--- src/rtl/seq_mult_pkg.sv ---
// Shared definitions for the shift-add multiplier: FSM state encoding and counter sizing.
// Pure declarations; no latency or backpressure of its own.
package seq_mult_pkg;

   typedef enum logic [1:0] {
      S_IDLE = 2'd0,
      S_RUN  = 2'd1,
      S_DONE = 2'd2
   } state_t;

   // One extra bit over log2 so the count never wraps when WIDTH is a power of two.
   function automatic int cnt_width(input int width);
      return $clog2(width) + 1;
   endfunction

endpackage

--- src/rtl/seq_mult_if.sv ---
// Start/done request bundle between upstream control and seq_mult.
// Request accepted only while ready=1; no queuing, so a start seen while busy is dropped.
interface seq_mult_if #(
   parameter int WIDTH = 8
);
   import seq_mult_pkg::*;

   logic                 start;
   logic [WIDTH-1:0]     a;
   logic [WIDTH-1:0]     b;
   logic                 ready;
   logic                 busy;
   logic                 done;
   logic [2*WIDTH-1:0]   product;

   modport master (
      output start, a, b,
      input  ready, busy, done, product
   );

   modport slave (
      input  start, a, b,
      output ready, busy, done, product
   );

endinterface

--- src/rtl/seq_mult_ctrl.sv ---
// Multiplier controller: IDLE/RUN/DONE FSM, iteration counter, load/step/finish strobes; WIDTH
// iterations then a one-cycle done pulse (SEQ_MULT_EARLY_TERM_EN stops once the multiplier drains).
module seq_mult_ctrl
   import seq_mult_pkg::*;
#(
   parameter int WIDTH = 8
) (
   input  logic i_clk,
   input  logic i_rst,
   input  logic i_start,
`ifdef SEQ_MULT_EARLY_TERM_EN
   input  logic i_mplr_drained,
   input  logic i_b_zero,
`endif
   output logic o_load,
   output logic o_step,
   output logic o_finish,
   output logic o_ready,
   output logic o_busy,
   output logic o_done
);

   localparam int              CNT_W = cnt_width(WIDTH);
   localparam logic [CNT_W-1:0] LAST  = CNT_W'(WIDTH - 1);

   state_t           r_state;
   logic [CNT_W-1:0] r_count;
   logic             r_done;
   logic             w_last;
   logic             w_skip;

`ifdef SEQ_MULT_EARLY_TERM_EN
   assign w_last = (r_count == LAST) || i_mplr_drained;
   assign w_skip = i_b_zero;
`else
   assign w_last = (r_count == LAST);
   assign w_skip = 1'b0;
`endif

   assign o_ready  = (r_state == S_IDLE);
   assign o_busy   = ~o_ready;
   assign o_load   = o_ready & i_start;
   assign o_step   = (r_state == S_RUN);
   assign o_finish = (o_step & w_last) | (o_load & w_skip);
   assign o_done   = r_done;

   always_ff @(posedge i_clk) begin
      if (i_rst) begin
         r_state <= S_IDLE;
         r_count <= '0;
         r_done  <= 1'b0;
      end else begin
         case (r_state)
            S_IDLE: begin
               r_done <= 1'b0;
               if (i_start) begin
                  r_count <= '0;
                  if (w_skip) begin
                     r_state <= S_DONE;
                     r_done  <= 1'b1;
                  end else begin
                     r_state <= S_RUN;
                  end
               end
            end
            S_RUN: begin
               r_count <= r_count + 1'b1;
               if (w_last) begin
                  r_state <= S_DONE;
                  r_done  <= 1'b1;
               end
            end
            S_DONE: begin
               r_done  <= 1'b0;
               r_state <= S_IDLE;
            end
            default: begin
               r_done  <= 1'b0;
               r_state <= S_IDLE;
            end
         endcase
      end
   end

endmodule

--- src/rtl/seq_mult.sv ---
// Sequential shift-add multiplier (datapath + seq_mult_ctrl); product after WIDTH edges, done pulse 1 cycle,
// start ignored unless ready. Optional SEQ_MULT_EARLY_TERM_EN ends as soon as the multiplier shifts to zero.
module seq_mult
   import seq_mult_pkg::*;
#(
   parameter int WIDTH = 8
) (
   input  logic       i_clk,
   input  logic       i_rst,
   seq_mult_if.slave  io_bus
);

   logic               w_load;
   logic               w_step;
   logic               w_finish;
   logic               w_ready;
   logic               w_busy;
   logic               w_done;
   logic [2*WIDTH-1:0] r_mcand;
   logic [WIDTH-1:0]   r_mplr;
   logic [2*WIDTH-1:0] r_acc;
   logic [2*WIDTH-1:0] r_product;
   logic [2*WIDTH-1:0] w_acc_next;

`ifdef SEQ_MULT_EARLY_TERM_EN
   logic w_mplr_drained;
   logic w_b_zero;
   assign w_mplr_drained = (r_mplr[WIDTH-1:1] == '0);
   assign w_b_zero       = (io_bus.b == '0);
`endif

   seq_mult_ctrl #(
      .WIDTH          (WIDTH)
   ) u_ctrl (
      .i_clk          (i_clk),
      .i_rst          (i_rst),
      .i_start        (io_bus.start),
`ifdef SEQ_MULT_EARLY_TERM_EN
      .i_mplr_drained (w_mplr_drained),
      .i_b_zero       (w_b_zero),
`endif
      .o_load         (w_load),
      .o_step         (w_step),
      .o_finish       (w_finish),
      .o_ready        (w_ready),
      .o_busy         (w_busy),
      .o_done         (w_done)
   );

   // Accumulator is 2*WIDTH wide, so the sum of shifted partial products cannot overflow.
   assign w_acc_next = r_mplr[0] ? (r_acc + r_mcand) : r_acc;

   always_ff @(posedge i_clk) begin
      if (i_rst) begin
         r_mcand   <= '0;
         r_mplr    <= '0;
         r_acc     <= '0;
         r_product <= '0;
      end else begin
         if (w_load) begin
            r_mcand <= {{WIDTH{1'b0}}, io_bus.a};
            r_mplr  <= io_bus.b;
            r_acc   <= '0;
         end else if (w_step) begin
            r_acc   <= w_acc_next;
            r_mcand <= r_mcand << 1;
            r_mplr  <= r_mplr >> 1;
         end
         // A finish on the load edge only happens for a zero multiplier.
         if (w_finish) begin
            r_product <= w_load ? '0 : w_acc_next;
         end
      end
   end

   assign io_bus.ready   = w_ready;
   assign io_bus.busy    = w_busy;
   assign io_bus.done    = w_done;
   assign io_bus.product = r_product;

endmodule

--- src/flat_wrapper.sv ---
// flat-port wrapper written by rule: the top's interface ports become plain ports
module seq_mult_flat import seq_mult_pkg::*;
#(
   parameter int WIDTH = 8
)
  (i_clk, i_rst, io_bus_start, io_bus_a, io_bus_b, io_bus_ready, io_bus_busy, io_bus_done, io_bus_product);
  seq_mult_if #(.WIDTH(WIDTH)) io_bus_i ();
  input  logic i_clk;
  input  logic i_rst;
  input wire logic [$bits(io_bus_i.start)-1:0] io_bus_start;
  input wire logic [$bits(io_bus_i.a)-1:0] io_bus_a;
  input wire logic [$bits(io_bus_i.b)-1:0] io_bus_b;
  output wire logic [$bits(io_bus_i.ready)-1:0] io_bus_ready;
  output wire logic [$bits(io_bus_i.busy)-1:0] io_bus_busy;
  output wire logic [$bits(io_bus_i.done)-1:0] io_bus_done;
  output wire logic [$bits(io_bus_i.product)-1:0] io_bus_product;
  assign io_bus_i.start = io_bus_start;
  assign io_bus_i.a = io_bus_a;
  assign io_bus_i.b = io_bus_b;
  assign io_bus_ready = io_bus_i.ready;
  assign io_bus_busy = io_bus_i.busy;
  assign io_bus_done = io_bus_i.done;
  assign io_bus_product = io_bus_i.product;
  seq_mult #(.WIDTH(WIDTH)) u_core (.i_clk(i_clk), .i_rst(i_rst), .io_bus(io_bus_i));
endmodule
--- config.mk ---
export PLATFORM = sky130hd
export DESIGN_NAME = seq_mult_flat
export DESIGN_NICKNAME = d
export VERILOG_FILES = /design/src/rtl/seq_mult_pkg.sv /design/src/rtl/seq_mult_if.sv /design/src/rtl/seq_mult_ctrl.sv /design/src/rtl/seq_mult.sv /design/src/flat_wrapper.sv
export SDC_FILE = /design/constraint.sdc
export NUM_CORES = 1
export LEC_CHECK = 0
export ABC_AREA = 1
export CAP_MARGIN = 20
export CORE_ASPECT_RATIO = 1.5
export CORE_MARGIN = 2
export CORE_UTILIZATION = 35
export DETAILED_ROUTE_END_ITERATION = 6
export PLACE_DENSITY_LB_ADDON = 0.25
export SYNTH_ARGS = -nofsm -noshare
export SYNTH_HDL_FRONTEND = slang
export SYNTH_SLANG_ARGS = --single-unit
--- constraint.sdc ---
create_clock -name i_clk -period 3.4 [get_ports i_clk]
set_input_delay 0.34 -clock i_clk [delete_from_list [all_inputs] [get_ports i_clk]]
set_output_delay 0.34 -clock i_clk [all_outputs]
set_load 0.02 [all_outputs]
Word level (Yosys, flattened, before mapping)

Index checks and enable logic that the tools add are counted.

Flip-flop bits (word level): 63
Bits of input ports: 19
Output and inout port bits: 19
Word-level logic and storage cells: 36

Add/sub/neg operators: 2
Eq/ne operators: 4
Mux-type cells: 11
Bitwise logic cells: 4
Reductions and logical operators: 7

Operators by type and width:

| kind                  | number |
|---|---|
| $mux W16              | 2 |
| $mux W8               | 4 |
| $add A16 B16 Y16      | 1 |
| $pmux W4 S2           | 1 |
| $add A4 B1 Y4 const B | 1 |
| $eq A4 B3 Y1 const B  | 1 |
| $mux W2               | 2 |
| $mux W4               | 1 |
| $pmux W2 S2           | 1 |
| $reduce_and A2 Y1     | 2 |
| $reduce_bool A2 Y1    | 2 |
| $reduce_or A2 Y1      | 2 |
| $and A1 B1 Y1         | 2 |
| $eq A2 B1 Y1 const B  | 1 |
| $logic_not A2 Y1      | 1 |
| $ne A2 B1 Y1 const B  | 1 |
| $ne A2 B2 Y1 const B  | 1 |
| $not A1 Y1            | 2 |

Depth between registers and ports, before layout

Depth after elaboration: 3
Depth in mapped cells: 13
Depth with buffers taken out: 13

By module

A second synthesis with hierarchy kept.

Cell total of the unflattened synthesis: 525
Area, all modules: 3572.2 µm²

Modules (own cells, without submodules):

| module        | times used | cells each | area an instance (µm²) | seq. area each (µm²) |
|---|---|---|---|---|
| seq_mult      | 1          | 481        | 3234.4                 | 1121.1 |
| seq_mult_ctrl | 1          | 44         | 337.8                  | 140.1 |

Worst setup path before layout

Ideal clock, no wire load.

Path kind: reg-to-reg
From: register u_core.r_acc[0]
To: register u_core.r_acc[6]
Library setup time: 109 ps
Arrival time: 1625 ps
Required time: 3291 ps
Path slack: 1666 ps
Stages on the path, launching flop included: 12
Buffers on the path: 0
Period minus slack after synthesis: 1734 ps
Cell sequence: dfxtp_1 ha_1 fa_1 nand2_1 nand2_1 nand3b_1 nand2_1 or2_0 nand3_1 o211ai_1 nand2_1 inv_1

Word-level cells in the longest chain between the ends: 2

Ends and longest elaborated chain:

| element                  | RTL line       | text |
|---|---|---|
| start: declaration       | seq_mult.sv:21 | `logic [2*WIDTH-1:0] r_acc;` |
| start signal: assignment | seq_mult.sv:65 | `r_acc <= w_acc_next;` |
| $add A16 B16 Y16         | seq_mult.sv:51 | `assign w_acc_next = r_mplr[0] ? (r_acc + r_mcand) : r_acc;` |
| $mux W16                 | seq_mult.sv:51 |  |

No other way between the ends.
A chain may end at the register's enable or synchronous reset.

Final worst setup path

From: register u_core.r_acc[0]
To: register u_core.r_product[12] (netlist: u_core.io_bus.product[12])

Word-level cells in the longest chain between the ends: 3

Ends and longest elaborated chain:

| element                | RTL line       | text |
|---|---|---|
| $add A16 B16 Y16       | seq_mult.sv:51 |  |
| $mux W16               | seq_mult.sv:51 |  |
| $mux W16               | seq_mult.sv:71 | `r_product <= w_load ? '0 : w_acc_next;` |
| end signal: assignment | seq_mult.sv:71 |  |
| end: declaration       | seq_mult.sv:22 | `logic [2*WIDTH-1:0] r_product;` |

No other way between the ends.

==> impl_summary.md <==
CTS
The clock root buffer is sky130_fd_sc_hd__clkbuf_16. The number of buffers on the longest clock path is 2. The number of setup buffers added after CTS is 0.

The depth of the CTS H-tree is 3. The tree built by TritonCTS fans out to 63 sinks. The number of gates resized after CTS was 0. In this run, post-CTS hold repair placed 0 buffers. The worst-skew pair later-pin latency is between 300 and 400 ps. Clock-pin slew was measured on the worst setup and hold paths at around 50 ps. TritonCTS built the clock tree. Clock tree synthesis inserted a total of 9 buffers.

Global route
The number of antenna violations at the first check in global routing is 0. Entering global routing, the biggest net connects 31 pins. The via count of the first global-routing pass is 3,344. The total overflow left after global routing is 0. For this run, the total global-route usage over all layers was measured as roughly 17%. The first global-routing pass estimated 14,950 um of wire.

Timing
The normalized max-slew margin is 50.93%. The peak clock frequency supported by timing is 510.7 MHz. The count of endpoints failing hold in the final timing report is 0.

The worst clock skew on the final layout is 5.816 ps. The aggregate negative setup slack is 0 ps. The count of final max-slew check failures was 0.

The ratio of final minimum period to clock period is 57.59%. The final-layout worst hold slack is 461.8 ps. Setup repair after global routing left no endpoint under its margin.

For the pin with the worst max-slew slack, the measured transition is 735.2 ps. The final number of setup-violating endpoints is 0. The clock period minus worst slack is 1958 ps.

Setup path
The register-to-register setup slack is 1440 ps. The worst setup path is of the flop to flop kind. The nature of the critical path startpoint is a flop.

The cell with the biggest individual delay on the critical path is sky130_fd_sc_hd__fa_1. Data on the critical path is required at its endpoint by 3630 ps. The number of cell instances on the worst register-to-register path is 11. The worst setup path is captured at a flop. The critical path's largest stage delay is 390 ps. The signal arrival time at the worst endpoint is 2180 ps. Walking the worst path, the cells encountered are ha_1, fa_1, nand2_1, nand2_1, and2_1, nand3_1, nand4_1, nand3_1, nand3_1, nand2_1, inv_1. Along the worst path, the maximum fanout reaches 4.

Die
From bottom edge to top edge, the die measures 127.8 um. The area enclosed by the die boundary is between 10,000 and 15,000 sq um. The floorplan has 45 rows. The effective utilization at floorplan is 35.67%. In this run the standard cell core region covers between 10,000 and 15,000 sq um. From left edge to right edge, the die measures between 80 and 90 um.

For this design the top-level I/O count stands at 38.

Placed design
The routability congestion estimate from global placement is 0.8617. The detailed placement HPWL is 6592 um. The number of placed instances, taps included, is 694. The port buffer count is 37.

Cells and area
The net count reported at finish is 624. After filler insertion, the fill cell instance count of the layout stands at 1,079. From synthesis to final layout, the design area changed by 19.04%. The number of standard cells in the layout, taps in and fillers out is 706. Once layout is complete, the utilization of the core stands at 42.46%. Of the cells placed in the final design, the portion with a size suffix greater than 1 is 4.584%. The repair_antennas step left the layout with diodes totalling 0.

Synth
The synthesized area per cell is 6.418 sq um. In the post-synthesis netlist, the biggest area contributors are sky130_fd_sc_hd__dfxtp_1 (35%), sky130_fd_sc_hd__nand2_1 (22%), sky130_fd_sc_hd__inv_1 (8.2%), sky130_fd_sc_hd__ha_1 (5.6%), sky130_fd_sc_hd__nand3_1 (5.2%). The post-synthesis net count is roughly 590.

Counting flops with a built-in enable in the synthesized netlist gives 0. By count the netlist is led by sky130_fd_sc_hd__nand2_1 (214), sky130_fd_sc_hd__inv_1 (78), sky130_fd_sc_hd__dfxtp_1 (63). Of all flip-flops after synthesis, the portion carrying an async set or reset was 0%. The predominant post-synthesis flop cell is sky130_fd_sc_hd__dfxtp_1. The library cell with the largest summed area after synthesis is sky130_fd_sc_hd__dfxtp_1.

The number of distinct library cells after synthesis is 35. Among all cell types in the netlist, the one instantiated most often is sky130_fd_sc_hd__nand2_1. The post-synth design cell area is 3575 sq um. The synthesized instance count is about 560. The flop and latch count out of synthesis is 63.

The share of the synthesized area in the top cell type is 35.28%. The Yosys step of the flow raised 0 warnings. Sequential cells were found to cover 35.28% of the synthesized design area.

Run status
The run finished with clean final reports.

Detailed routing
The detailed router finished its first iteration with 153 violations. The routed design has 8868 um of wire. The via count is between 3,000 and 4,000.

The first TritonRoute pass finished after 4 iterations. In the final routed layout, each cell accounts on average for approximately 13 um. The number of design rule violations left after detail routing is 0. The count of antenna-violating nets left after detailed routing is 0. The vias per cell is 4.843.

Worst hold path
The worst hold-check path type is flop to flop. Along the worst hold path, the cell count comes to 2.

Job
The max-cap check violation count is 0.

Power
Across the VDD grid, the largest voltage drop is 0.0003404 V. The design draws around 0.0018 W. Summed over all cells, the static leakage comes to 2.076 nW. Dividing total power by cell area gives a power density of about 430 nW/um^2.
power by group:
part / total [W] / leakage [nW] / switching [W] / internal (W)
sequential: 0.000795 / 0.512 / 0.0000242 / 0.000771
clock: 0.000782 / 0.116 / 0.000307 / 0.000474
combinational: 0.000254 / 1.45 / 0.000160 / 0.0000940
stage by stage:
step           worst slack, ps  cell area (sq um)
2_1_floorplan             1666               3575
3_3_place_gp              1261               4014
3_5_place_dp              1234               4014
4_1_cts                   1434               4255
5_1_grt                   1242               4255
6_report                  1442               4255
final cells by class:
class	instances	area, sq um	share of cell area [%]
Timing Repair Buffer	42	407.9	9.585
Inverter	80	300.3	7.057
Multi-Input combinational cell	392	1898	44.60
Clock inverter	2	12.51	0.2940
Clock buffer	10	229.0	5.381
Tap cell	117	146.4	3.440
Sequential cell	63	1261	29.64
metal layers:
layer  global-route usage (%)  vias to the layer above  part of all wire, %
met2                    31.31                       53                   53
met4                    9.835                        0                  4.3
met3                    2.640                       26                  2.3
li1                         -                     1803                    -
met1                    18.21                     1537                   40
met5                        0                        -                    0
worst max-delay path, delay by kind of cell (launching register included):
kind                     cells  cell delay (ps)
buffers and inverters        1               40
adder cells (fa/ha/maj)      2              610
flip-flops                   1              320
AND/OR/NAND/NOR              8              890
path summary, 6_finish.rpt:
check | start | end
setup / recovery | u_core.r_acc[0] | u_core.io_bus.product[12]
hold / removal | u_core.r_mplr[7] | u_core.r_mplr[7]
setup reg to reg | u_core.r_acc[0] | u_core.io_bus.product[12]
hold reg to reg | u_core.r_mplr[7] | u_core.r_mplr[7]
registers in the layout, summed over array words and instances (netlist names):
name and flops:
u_core.io_bus.product 16, u_core.r_acc 16, u_core.r_mcand 16, u_core.u_ctrl.r_state 2, u_core.r_mplr 8, u_core.u_ctrl.r_count 4
u_core.u_ctrl.o_done 1
cells in the final DEF (no fill, tap or decap), types with 2 or more instances in the layout:
cell | Yosys | routed
sky130_fd_sc_hd__nand2_1 | 214 | 214
sky130_fd_sc_hd__inv_1 | 78 | 78
sky130_fd_sc_hd__dfxtp_1 | 63 | 63
sky130_fd_sc_hd__nand3_1 | 37 | 37
sky130_fd_sc_hd__clkdlybuf4s50_1 | 0 | 37
sky130_fd_sc_hd__nor2_1 | 35 | 35
sky130_fd_sc_hd__a21oi_1 | 30 | 30
sky130_fd_sc_hd__ha_1 | 16 | 16
sky130_fd_sc_hd__a31oi_1 | 14 | 14
sky130_fd_sc_hd__o21ai_0 | 9 | 9
sky130_fd_sc_hd__clkbuf_16 | 0 | 9
sky130_fd_sc_hd__o211ai_1 | 6 | 6
sky130_fd_sc_hd__buf_4 | 5 | 5
sky130_fd_sc_hd__nand3b_1 | 4 | 4
sky130_fd_sc_hd__nor3_1 | 3 | 3
sky130_fd_sc_hd__or2_0 | 3 | 3
sky130_fd_sc_hd__o22ai_1 | 3 | 3
sky130_fd_sc_hd__nor2_4 | 2 | 2
sky130_fd_sc_hd__nor2_2 | 2 | 2
sky130_fd_sc_hd__inv_2 | 2 | 2
sky130_fd_sc_hd__or2_1 | 2 | 2
cells by family after synthesis:
kind of cell | synth area share, %
flip-flops | 35.28
adder cells (fa/ha/maj) | 6.160
buffers and inverters | 11.62
AND/OR/NAND/NOR | 35.74
AO/OA/AOI/OAI | 10.96
XOR/XNOR | 0.2451
(Power assumes the default switching activity.)
